$ cat config.mk
export PLATFORM = sky130hd
export DESIGN_NAME = mux16x1_struct
export DESIGN_NICKNAME = d
export VERILOG_FILES = /design/src/rtl/mux16x1_struct.sv
export SDC_FILE = /design/constraint.sdc
export NUM_CORES = 1
export LEC_CHECK = 0
export ABC_AREA = 1
export ABC_CLOCK_PERIOD_IN_PS = 1100
export CAP_MARGIN = 40
export CORE_AREA = 3 3 40 42
export CTS_CLUSTER_DIAMETER = 60
export CTS_CLUSTER_SIZE = 24
export DETAILED_ROUTE_END_ITERATION = 10
export DIE_AREA = 0 0 43 45
export PLACE_DENSITY = 0.71
export REMOVE_ABC_BUFFERS = 1
export SLEW_MARGIN = 40
export SYNTH_ARGS = -nofsm -noshare
export SYNTH_HDL_FRONTEND = slang
export SYNTH_SLANG_ARGS = --single-unit
$ cat constraint.sdc
create_clock -name clk -period 1.1 [get_ports clk]
set_input_delay 0.22 -clock clk [delete_from_list [all_inputs] [get_ports clk]]
set_output_delay 0.22 -clock clk [all_outputs]
set_load 0.02 [all_outputs]
$ cat src/rtl/mux16x1_struct.sv
// mux16x1_struct -- 16:1 lane selector built from five mux4x1 instances
// (four first-level muxes, one second-level mux), with a registered copy
// of the result and select for downstream consumers.
//
// Parameters:
//   WIDTH   bits per input lane
// Ports:
//   clk     rising-edge clock for the registered stage
//   rst     asynchronous active-high reset of the registered stage
//   in      16 lanes, lane k = in[k*WIDTH +: WIDTH]
//   sel     lane select 0..15
//   y       combinational selected lane (zero latency)
//   y_q     y registered (1 cycle)
//   sel_q   sel registered, aligned with y_q
//   vld_q   low in/after reset, high from first edge after reset release
//   sel_oh  (only with MUX16_ONEHOT_SEL_EN) one-hot decode of sel_q,
//           all zeros while vld_q is low
//
// Build option: define MUX16_ONEHOT_SEL_EN to add the sel_oh output.

module mux4x1 #(
  parameter int unsigned WIDTH = 1
) (
  input  logic [WIDTH-1:0] d0,
  input  logic [WIDTH-1:0] d1,
  input  logic [WIDTH-1:0] d2,
  input  logic [WIDTH-1:0] d3,
  input  logic [1:0]       s,
  output logic [WIDTH-1:0] out
);

  always_comb begin
    out = d0;
    case (s)
      2'd0:    out = d0;
      2'd1:    out = d1;
      2'd2:    out = d2;
      default: out = d3;
    endcase
  end

endmodule

module mux16x1_struct #(
  parameter int unsigned WIDTH = 1
) (
  input  logic                 clk,
  input  logic                 rst,
  input  logic [16*WIDTH-1:0]  in,
  input  logic [3:0]           sel,
  output logic [WIDTH-1:0]     y,
  output logic [WIDTH-1:0]     y_q,
  output logic [3:0]           sel_q,
  output logic                 vld_q
`ifdef MUX16_ONEHOT_SEL_EN
  ,
  output logic [15:0]          sel_oh
`endif
);

  logic [WIDTH-1:0] l1 [4];

  // Level 1: instance j handles lanes 4j..4j+3 using sel[1:0].
  for (genvar j = 0; j < 4; j++) begin : g_lvl1
    mux4x1 #(.WIDTH(WIDTH)) u_mux (
      .d0  (in[(4*j+0)*WIDTH +: WIDTH]),
      .d1  (in[(4*j+1)*WIDTH +: WIDTH]),
      .d2  (in[(4*j+2)*WIDTH +: WIDTH]),
      .d3  (in[(4*j+3)*WIDTH +: WIDTH]),
      .s   (sel[1:0]),
      .out (l1[j])
    );
  end

  // Level 2: picks one of the four level-1 results using sel[3:2].
  mux4x1 #(.WIDTH(WIDTH)) u_mux_l2 (
    .d0  (l1[0]),
    .d1  (l1[1]),
    .d2  (l1[2]),
    .d3  (l1[3]),
    .s   (sel[3:2]),
    .out (y)
  );

  always_ff @(posedge clk or posedge rst) begin
    if (rst) begin
      y_q   <= '0;
      sel_q <= '0;
      vld_q <= 1'b0;
    end else begin
      y_q   <= y;
      sel_q <= sel;
      vld_q <= 1'b1;
    end
  end

`ifdef MUX16_ONEHOT_SEL_EN
  // Decoded from the registered select so it stays aligned with y_q.
  always_comb begin
    sel_oh = '0;
    if (vld_q) sel_oh[sel_q] = 1'b1;
  end
`endif

endmodule

==> impl_metrics.py <==
metrics = {
    "logic_synthesis": {
        "yosysUniqueCellTypes": 15,
        "synth-seq-cells": 6,
        "avgSynthCellArea_sq_um": 7.20,
        "synth_cells": 45,
        "netlist_area_sq_um": 324,
        "yosys_warnings": 0,
        "seq_area_frac_synth": 0.463,
    },
    "drt": {
        "first_iter_violations": 1,
        "vias": 421,
        "wl_um": 1090,
        "drc": 0,
        "post_drt_wl_per_cell_um": 11.7,
        "vias_per_cell": 4.53,
        "dr.pass1.iters": 4,
        "ant_nets": 0,
    },
    "placement": {
        "place.port_buffers": 28,
        "place.gp.congestion": 0.702,
        "place_hpwl_um": 884,
        "place_area_sq_um": 626,
    },
    "timing": {
        "maxSlewViolCount": 0,
        "finalHoldViolCount": 0,
        "worst_slack_ns": -0.174,
        "setup_viol": 1,
        "rsz0062_at_grt": "true",
        "max_freq_mhz": 785,
        "min_period_ns": 1.27,
        "setup-tns-final_ns": -0.174,
        "post-route-period-util": 1.16,
    },
    "die": {
        "coreArea_sq_um": 1280,
        "rows": 13,
        "die_y_um": 45,
        "die_width_um": 43,
        "io_pins": 29,
        "start_util": 0.252,
        "design.die.area_sq_um": 1940,
    },
    "min_path": {
        "hold_class": "input port to async pin",
    },
    "power": {
        "p_leak_uw": 0.000334,
        "ir_drop_uv": 360,
        "p_per_area_nw_per_um2": 953,
    },
    "worst_setup_path": {
        "cp_max_fo": 4,
        "critical_path_required_ns": 0.88,
        "cp-start-kind": "input port",
        "cp-end-kind": "output port",
        "arrival_ns": 1.05,
        "critical_path_class": "input port to output port",
    },
    "global_route": {
        "globalRouteTotalUtil": 0.125,
        "grt_max_degree": 9,
        "grt_overflow": 0,
        "antenna_found_initial": 0,
        "grt_pass1_wl_um": 1780,
        "grt_pass1_vias": 393,
    },
    "outcome": {
        "status": "finished, violations left",
        "violations": "setup timing",
    },
    "clock_network": {
        "h-tree-depth": 1,
        "root_buffer": "clkbuf_4",
        "clkSinkCount": 6,
        "cts_buffer_depth": 2,
        "numCtsBuffers": 3,
        "clk_pin_slew_ns": 0.05,
        "cts_tree": "yes",
    },
    "layout": {
        "nets": 102,
        "layout-drive-gt1-share": 0.269,
        "nFillCells": 132,
        "syn2layout_area_growth_pct": 106,
        "fin_area_sq_um": 668,
        "multiInputGateArea_sq_um": 179,
        "antenna_cells": 0,
        "seq_area_sq_um": 150,
    },
    "job": {
        "cap_violations": 0,
    },
}
[through the flow]
| step | std cells | total power, uW | worst slack [ns] | utilization | hold slack [ns] |
|---|---|---|---|---|---|
| 4_1_cts | 93 | 628 | -0.236 | 0.505 | 0.204 |
| 5_1_grt | 93 | 670 | -0.242 | 0.520 | 0.199 |
| 6_report | 93 | 636 | -0.174 | 0.520 | 0.196 |
| 3_5_place_dp | 88 | 448 | -1.11 | 0.487 | 0.448 |
| 2_1_floorplan | 44 | 311 | 0.139 | - | 0.0110 |
| 3_3_place_gp | 88 | 443 | -1.03 | 0.487 | 0.445 |
[metal layers]
layer | wire length [um] | up-vias | track usage
met5 | 0 | - | 0
met4 | 0 | 0 | 0.0361
met3 | 112 | 0 | 0.0359
met2 | 575 | 25 | 0.210
met1 | 404 | 185 | 0.156
li1 | - | 211 | -
[power breakdown]
| part | internal, uW | total (uW) | switching [uW] |
|---|---|---|---|
| clock network | 123 | 194 | 71.3 |
| logic | 105 | 202 | 96.9 |
| registers | 236 | 240 | 4.37 |
[timing repair]
| action | in CTS | in global routing |
|---|---|---|
| gates cloned | 1 | 0 |
| endpoints found under the setup margin | 8 | 4 |
| pin swaps | 24 | 12 |
| buffers inserted | 1 | 0 |
| hold buffers | 0 | 0 |
| gates resized for setup | 53 | 15 |
[cell families after synthesis]
kind of cell,share of synthesized area
compound gates,0.0850
simple gates,0.390
flops,0.463
other cells,0.0116
buf+inv,0.0502
[final cells by class]
type                       count  area share
timing repair buffer          31       0.429
multi-input combinational     35       0.268
sequential                     6       0.225
clock buffer                   3      0.0337
tap                           15      0.0281
inverter                       3      0.0169
[cell usage after synthesis (all sizes together)]
library cell / n / area share
nor3: 1 / 0.015
nand4: 1 / 0.019
nor2: 8 / 0.10
o21ai: 4 / 0.062
nand2: 12 / 0.15
conb: 1 / 0.012
dfrtp: 6 / 0.46
nand3: 7 / 0.11
inv: 3 / 0.035
buf: 1 / 0.015
o21a: 1 / 0.023
[cell usage in the layout, fill, tap and decap left out]
| cell type | count |
|---|---|
| nor2_4 | 1 |
| buf_8 | 2 |
| clkdlybuf4s15_1 | 2 |
| buf_4 | 2 |
| clkbuf_2 | 3 |
| buf_6 | 2 |
| dfrtp_1 | 6 |
| nand4_1 | 1 |
| dlygate4sd2_1 | 16 |
| inv_1 | 2 |
| o21ai_1 | 1 |
| nand2_4 | 1 |
| o21a_1 | 1 |
| clkdlybuf4s50_1 | 1 |
| nor2_1 | 7 |
| nor3_1 | 1 |
| clkbuf_4 | 3 |
| nand3_1 | 7 |
| conb_1 | 1 |
| o21ai_2 | 3 |
| nand2_1 | 11 |
| clkdlybuf4s15_2 | 3 |
| inv_2 | 1 |
[flip-flops by register name, summed over array words and instances (netlist names)]
name,count
sel_q,4
vld_q,1
y_q,1
[path summary, 6_finish.rpt]
kind,depth (start not counted),to,slack (ns),startpoint
max,6,y,-0.17,sel[3]
min,2,sel_q[0],0.20,rst
max in group asynchronous,2,sel_q[3],0.72,rst
min in group clk,1,sel_q[1],0.21,sel[1]
[worst max-delay path: stages]
cell,delay (ns)
clkdlybuf4s15_1,0.23
inv_1,0.07
nor3_1,0.19
nand2_1,0.08
nand4_1,0.12
buf_6,0.14
Power figures use the tool's default switching activity.
